$ cat config.mk
export PLATFORM = sky130hd
export DESIGN_NAME = rd_track_pipe
export DESIGN_NICKNAME = d
export VERILOG_FILES = /design/src/rtl/rd_track_pipe.sv
export SDC_FILE = /design/constraint.sdc
export NUM_CORES = 1
export LEC_CHECK = 0
export ABC_AREA = 1
export BUFFER_PORTS_ARGS = -buffer_cell sky130_fd_sc_hd__clkbuf_2
export CAP_MARGIN = 10
export CORE_MARGIN = 2
export CORE_UTILIZATION = 53
export DETAILED_ROUTE_END_ITERATION = 10
export GPL_TIMING_DRIVEN = 0
export PLACE_DENSITY_LB_ADDON = 0.1
export SLEW_MARGIN = 30
export SYNTH_ARGS = -nofsm -noshare
export SYNTH_HDL_FRONTEND = slang
export SYNTH_SLANG_ARGS = --single-unit
$ cat constraint.sdc
create_clock -name i_clk -period 2.7 [get_ports i_clk]
set_input_delay 0.405 -clock i_clk [delete_from_list [all_inputs] [get_ports i_clk]]
set_output_delay 0.405 -clock i_clk [all_outputs]
set_load 0.01 [all_outputs]
$ cat src/rtl/rd_track_pipe.sv
// Destination/result tracker for EX, MEM and WB: publishes per-stage rd for hazard checks,
// returns forwarding data, drives the regfile write port and counts stall/bubble cycles.
module rd_track_pipe #(
  parameter int XLEN  = 32,
  parameter int CNT_W = 32
) (
  input  logic             i_clk,
  input  logic             i_rst,
  input  logic             i_id_valid,
  input  logic [4:0]       i_id_rd,
  input  logic             i_id_regwrite,
  input  logic             i_id_memread,
  input  logic [XLEN-1:0]  i_ex_result,
  input  logic [XLEN-1:0]  i_mem_rdata,
  input  logic             i_load_use,
  input  logic             i_flush,
  output logic [4:0]       o_ex_rd,
  output logic [4:0]       o_mem_rd,
  output logic [4:0]       o_wb_rd,
  output logic             o_ex_memread,
  output logic [XLEN-1:0]  o_mem_fwd_data,
  output logic [XLEN-1:0]  o_wb_fwd_data,
  output logic             o_stall_ifid,
  output logic             o_wb_we,
  output logic [4:0]       o_wb_waddr,
  output logic [XLEN-1:0]  o_wb_wdata,
  output logic [CNT_W-1:0] o_stall_cnt,
  output logic [CNT_W-1:0] o_bubble_cnt
);

  localparam logic [CNT_W-1:0] CNT_MAX = '1;

  logic             r_ex_valid, r_ex_regwrite, r_ex_memread;
  logic [4:0]       r_ex_rd;
  logic             r_mem_valid, r_mem_regwrite, r_mem_memread;
  logic [4:0]       r_mem_rd;
  logic [XLEN-1:0]  r_mem_data;
  logic             r_wb_valid, r_wb_regwrite;
  logic [4:0]       r_wb_rd;
  logic [XLEN-1:0]  r_wb_data;
  logic [CNT_W-1:0] r_stall_cnt, r_bubble_cnt;

  logic             w_bubble;
  logic             w_stall;
  logic             w_bubble_cnt_en;
  logic [XLEN-1:0]  w_mem_value;

  // Flush wins over load_use: the wrong-path ID is dropped upstream, so no hold.
  assign w_bubble        = i_load_use | i_flush | ~i_id_valid;
  assign w_stall         = i_load_use & ~i_flush;
  assign w_bubble_cnt_en = i_load_use | i_flush;
  assign w_mem_value     = r_mem_memread ? i_mem_rdata : r_mem_data;

  always_ff @(posedge i_clk) begin
    if (i_rst) begin
      r_ex_valid     <= 1'b0;
      r_ex_regwrite  <= 1'b0;
      r_ex_memread   <= 1'b0;
      r_ex_rd        <= '0;
      r_mem_valid    <= 1'b0;
      r_mem_regwrite <= 1'b0;
      r_mem_memread  <= 1'b0;
      r_mem_rd       <= '0;
      r_mem_data     <= '0;
      r_wb_valid     <= 1'b0;
      r_wb_regwrite  <= 1'b0;
      r_wb_rd        <= '0;
      r_wb_data      <= '0;
      r_stall_cnt    <= '0;
      r_bubble_cnt   <= '0;
    end else begin
      if (w_bubble) begin
        r_ex_valid    <= 1'b0;
        r_ex_regwrite <= 1'b0;
        r_ex_memread  <= 1'b0;
        r_ex_rd       <= '0;
      end else begin
        r_ex_valid    <= 1'b1;
        r_ex_regwrite <= i_id_regwrite;
        r_ex_memread  <= i_id_memread;
        r_ex_rd       <= i_id_rd;
      end

      r_mem_valid    <= r_ex_valid;
      r_mem_regwrite <= r_ex_regwrite;
      r_mem_memread  <= r_ex_memread;
      r_mem_rd       <= r_ex_rd;
      r_mem_data     <= i_ex_result;

      r_wb_valid    <= r_mem_valid;
      r_wb_regwrite <= r_mem_regwrite;
      r_wb_rd       <= r_mem_rd;
      r_wb_data     <= w_mem_value;

      if (w_stall && (r_stall_cnt != CNT_MAX))
        r_stall_cnt <= r_stall_cnt + 1'b1;
      if (w_bubble_cnt_en && (r_bubble_cnt != CNT_MAX))
        r_bubble_cnt <= r_bubble_cnt + 1'b1;
    end
  end

  // Invalid or non-writing stages publish rd=0 so no nonzero source can match them.
  assign o_ex_rd        = (r_ex_valid  && r_ex_regwrite)  ? r_ex_rd  : 5'd0;
  assign o_mem_rd       = (r_mem_valid && r_mem_regwrite) ? r_mem_rd : 5'd0;
  assign o_wb_rd        = (r_wb_valid  && r_wb_regwrite)  ? r_wb_rd  : 5'd0;
  assign o_ex_memread   = r_ex_valid & r_ex_memread;
  assign o_mem_fwd_data = w_mem_value;
  assign o_wb_fwd_data  = r_wb_data;
  assign o_stall_ifid   = w_stall;
  assign o_wb_we        = r_wb_valid & r_wb_regwrite & (r_wb_rd != 5'd0);
  assign o_wb_waddr     = r_wb_rd;
  assign o_wb_wdata     = r_wb_data;
  assign o_stall_cnt    = r_stall_cnt;
  assign o_bubble_cnt   = r_bubble_cnt;

endmodule

=== After elaboration in Yosys (flattened, before gate mapping) ===
Cells that the tools add are included.
Widths: inputs -> output; s select.

* Add/sub/neg operators: 2
* Multiply operators: 0
* Div/mod/pow operators: 0
* Order comparisons: 0
* Equality and inequality tests: 2
* Shifts and indexed selects: 0
* Muxes and demuxes: 5
* Bitwise logic cells: 8
* Reduce and logical (&&, ||, !) cells: 7

{| class="wikitable"
|+ Operators by type and width
! cell !! number
|-
| $add 32x1->32 const B || 2
|-
| $ne 32x32->1 const B || 2
|-
| $mux 32 || 1
|-
| $mux 5 || 3
|-
| $logic_and 1x1->1 || 5
|-
| $reduce_bool 5->1 || 1
|-
| $and 1x1->1 || 4
|-
| $not 1->1 || 2
|-
| $or 1x1->1 || 2
|-
| $reduce_or 2->1 || 1
|-
| $mux 1 || 1
|}

* Bits in registers: 151
* Bits in latches: 0
* Memory bits (writable): 0
* Memory bits (read-only): 0
* Input port bits: 76
* Output and inout port bits: 183
* Logic and storage cells: 39
* Memories kept: 0

=== Logic depth before layout (Yosys ltp) ===
* Word-level depth: 3
* Mapped depth: 11
* Gate-level depth less buffers: 11

=== Worst setup path before layout ===
OpenSTA, ideal clock, no wires.

* Path kind: reg2reg
* Start: register r_stall_cnt[1], in the netlist o_stall_cnt[1]
* End: register r_stall_cnt[27], in the netlist o_stall_cnt[27]
* Setup time: 0.115 ns
* Data arrival time: 1.538 ns
* Data required time: 2.585 ns
* Slack: 1.047 ns
* Stages on the path, launching flop included: 10
* Path buffers: 1
* Period minus slack after synthesis: 1.653 ns
* Path through: dfxtp_1 ha_1 nand2_1 nor2_2 nand2_2 nor2_4 nand3_4 buf_2 a21oi_1 nor2_1

* Word-level cells in the longest chain between the ends: 2
* Elaborated cells between the ends (all ways): 3
* Classes of those cells: 1 x add/sub; 1 x eq/ne; 1 x reduce/logical

{| class="wikitable"
|+ Ends and longest elaborated chain
! element !! RTL line !! RTL
|-
| start: declaration || 41 || <nowiki>logic [CNT_W-1:0] r_stall_cnt, r_bubble_cnt;</nowiki>
|-
| start signal: assignment || 96 || <nowiki>r_stall_cnt <= r_stall_cnt + 1'b1;</nowiki>
|-
| parallel branches: the longest is 2 deep, another holds $add 32x1->32 || -- ||
|}

Several ways; the timed one is not identified.
A chain may end at the register's enable or synchronous reset.

=== Final worst setup path ===
* Start: register r_mem_memread
* End: output o_mem_fwd_data[26]

* Word-level cells in the longest chain between the ends: 1

{| class="wikitable"
|+ Ends and longest elaborated chain
! element !! RTL line !! RTL
|-
| start: declaration || 35 || <nowiki>logic r_mem_valid, r_mem_regwrite, r_mem_memread;</nowiki>
|-
| start signal: assignment || 86 || <nowiki>r_mem_memread <= r_ex_memread;</nowiki>
|-
| $mux 32 || 52 || <nowiki>assign w_mem_value = r_mem_memread ? i_mem_rdata : r_mem_data;</nowiki>
|-
| end: declaration || 21 || <nowiki>output logic [XLEN-1:0] o_mem_fwd_data,</nowiki>
|}

No other way between the ends.

==> reports/results.ini <==
[run_status]
outcome = complete, no violations

[timing]
max_freq_mhz = 450.6
slew_headroom_pct = 63.05
tns_ps = 0
fin_crit_sh_pct = 82.20
final_max_slew_viol_count = 0
whs_ps = 175.2
rsz0062_at_grt = false
tightest_slew_ps = 554.2
finalCriticalPeriod_ps = 2219
fin_worst_skew_ps = 5.004
setup_viol = 0
finalHoldViolCount = 0

[floorplan]
die_w_um = 118.5
ios = 259
core-area_sq_um = 12720
initial_utilization_pct = 54.66
chipHeight_um = 118.5
rows = 41
die_area_sq_um = 14050

[detailed_routing]
wl_per_cell_um = 13.17
drt_iter0_markers = 541
vias = 7223
dr.pass1.iters = 6
routed_via_density = 4.780
drc = 0
ant_nets = 0
postRouteWirelength_um = 19890

[logic_synthesis]
avgSynthCellArea_sq_um = 6.629
seq_area_frac_synth_pct = 43.47
ys_ff_latch = 151
syn_inst = 1049
synth_cell_types = 30
syn-num-nets = 1127
ys_warn_count = 0
syn_area_sq_um = 6954

[clock_tree]
clockRootBuffer = clkbuf_16
clk_pin_slew_ps = 60
clk_latency_ps = 420
cts-htree-levels = 4
postCtsSetupRepairBufs = 0
cts_buffers = 17
cts_tree = done
postCtsHoldBufs = 0
cts_buffer_depth = 2
clock-sinks = 151
cts_resized = 0

[critical_path]
startpoint_type = flip-flop
crit_arrival_ps = 1810
slowest_stage = clkbuf_1
crit_fanout = 10
r2r_slack_ps = 850
worstPathRequired_ps = 2300
cp_cell_sequence = clkbuf_1 -> inv_1 -> clkbuf_1 -> nand2_1 -> nand2_1 -> clkbuf_2
end_kind = output port
timing.critical_path.buf_inv = 4
critPathMaxStageDelay_ps = 380
crit_type = flip-flop to output port
crit_family = buffers and inverters

[power]
power.leakage_nw = 4.499
power_frac_seq_pct = 47.2
p_comb_share_pct = 7.9
p_per_area_nw_per_um2 = 546.6
pwr-share-clk_pct = 44.9
power.share.switching_pct = 23.98
p_sw_mw = 1.181
ir_drop_mv = 0.4071
intPower_mw = 3.745

[global_route]
antenna_found_initial = 0
grt_overflow = 0
grt_usage_pct = 28.43
grt_max_degree = 17
grt_pass1_vias = 6459
grt_pass1_wl_um = 32040

[layout]
area_growth_pct = 29.60
n_antenna_cell = 0
drive_above_1_share_pct = 26.51
fin_nets = 1404

[job]
drv_cap = 0

[place]
dp_hpwl_um = 15480
io_buffers = 258
gp_congestion = 0.9609

[worst_hold_path]
min_path_type = input port to flip-flop

## layer usage
metal / vias up / share of wire, % / track usage (%)
met5: - / 0 / 0
met4: 0 / 2.1 / 10.79
met3: 33 / 6.2 / 7.239
met2: 224 / 51 / 49.86
met1: 3211 / 41 / 33.18
li1: 3755 / - / -
## state kept, by name, indices dropped and copies added, names as in the netlist
name	cells
o_stall_cnt	32
r_ex_rd	5
r_ex_valid	1
o_wb_waddr	5
r_mem_regwrite	1
r_ex_memread	1
r_mem_valid	1
o_bubble_cnt	32
r_wb_regwrite	1
r_mem_memread	1
r_wb_valid	1
o_wb_fwd_data	32
r_mem_data	32
r_ex_regwrite	1
r_mem_rd	5
## through the flow
stage               power (mW)  utilization (%)  worst slack, ps  cell area [sq um]  std cells
floorplan                2.576                -             1047               6954       1049
global placement         2.755            66.50            889.6               8461       1479
detailed placement       2.761            66.50            870.9               8461       1479
CTS                      4.957            70.84            453.1               9012       1511
global route             5.093            70.84            273.8               9012       1511
finish                   4.926            70.84            480.6               9012       1511
## path summary, 6_finish.rpt
kind	to	cells after the start	startpoint
worst max-delay path	o_mem_fwd_data[26]	6	r_mem_memread
worst min-delay path	r_mem_data[13]	3	i_ex_result[13]
worst max register to register	o_stall_cnt[30]	10	o_stall_cnt[0]
worst min register to register	r_mem_memread	2	r_ex_memread
## logic make-up after synthesis
logic type      after synthesis  synth area share [%]
fa+ha+maj                     2                0.3598
compound gates               85                 6.333
simple gates                616                 36.51
flops                       151                 43.47
buf+inv                     190                 12.70
xor+xnor                      5                0.6297
## cells in the mapped netlist
library cell    n  area share (%)
nand2_1       276              15
nor2_1        230              12
dfxtp_1       151              43
inv_1         121             6.5
a21oi_1        75             5.4
nand3_1        64             4.6
buf_4          32             3.5
clkbuf_1       21             1.1
nand4_1        16             1.4
nor3_1          7            0.50
buf_6           6            0.97
nor2_2          6            0.54
and2_1          4            0.36
buf_2           4            0.29
inv_2           4            0.22
nand2_2         4            0.36
xor2_1          4            0.50
a21oi_2         3            0.38
o21ai_0         3            0.22
o21ai_1         3            0.22
ha_1            2            0.36
nand3_4         2            0.50
nor2_4          2            0.32
nor3b_1         2            0.22
or2_2           2            0.18
a31o_2          1            0.13
buf_1           1           0.054
clkinv_1        1           0.054
nand2_4         1            0.16
xnor2_1         1            0.13
## final cells by class
type,instances,area (sq um)
Buffer,64,410.4
Sequential cell,151,3023
Clock buffer,20,446.7
Fill cell,1183,3710
Multi-Input combinational cell,708,3048
Inverter,126,473.0
Clock inverter,12,105.1
Tap cell,172,215.2
Timing Repair Buffer,258,1291
## power by group through the flow
stage	sequential [mW]	combinational [mW]	clock [mW]
6_report	2.33	0.387	2.21
2_1_floorplan	2.38	0.195	0
3_3_place_gp	2.37	0.382	0
3_5_place_dp	2.37	0.386	0
4_1_cts	2.33	0.389	2.24
5_1_grt	2.33	0.430	2.33
## worst reg2reg max path: cells and delay by family (launching register included)
kind	cells	cell delay [ps]
adder cells (fa/ha/maj)	1	240
buffers and inverters	1	110
flip-flops	1	410
AND/OR/NAND/NOR	8	980
## cells in the final DEF (no fill, tap or decap), types with 16 or more instances in the layout
cell type / n
a21oi_1: 75
nand3_1: 64
buf_4: 32
nor2_1: 230
inv_1: 121
clkbuf_16: 17
nand2_1: 276
clkbuf_2: 258
nand4_1: 16
clkbuf_1: 23
dfxtp_1: 151
(Power assumes the default switching activity.)
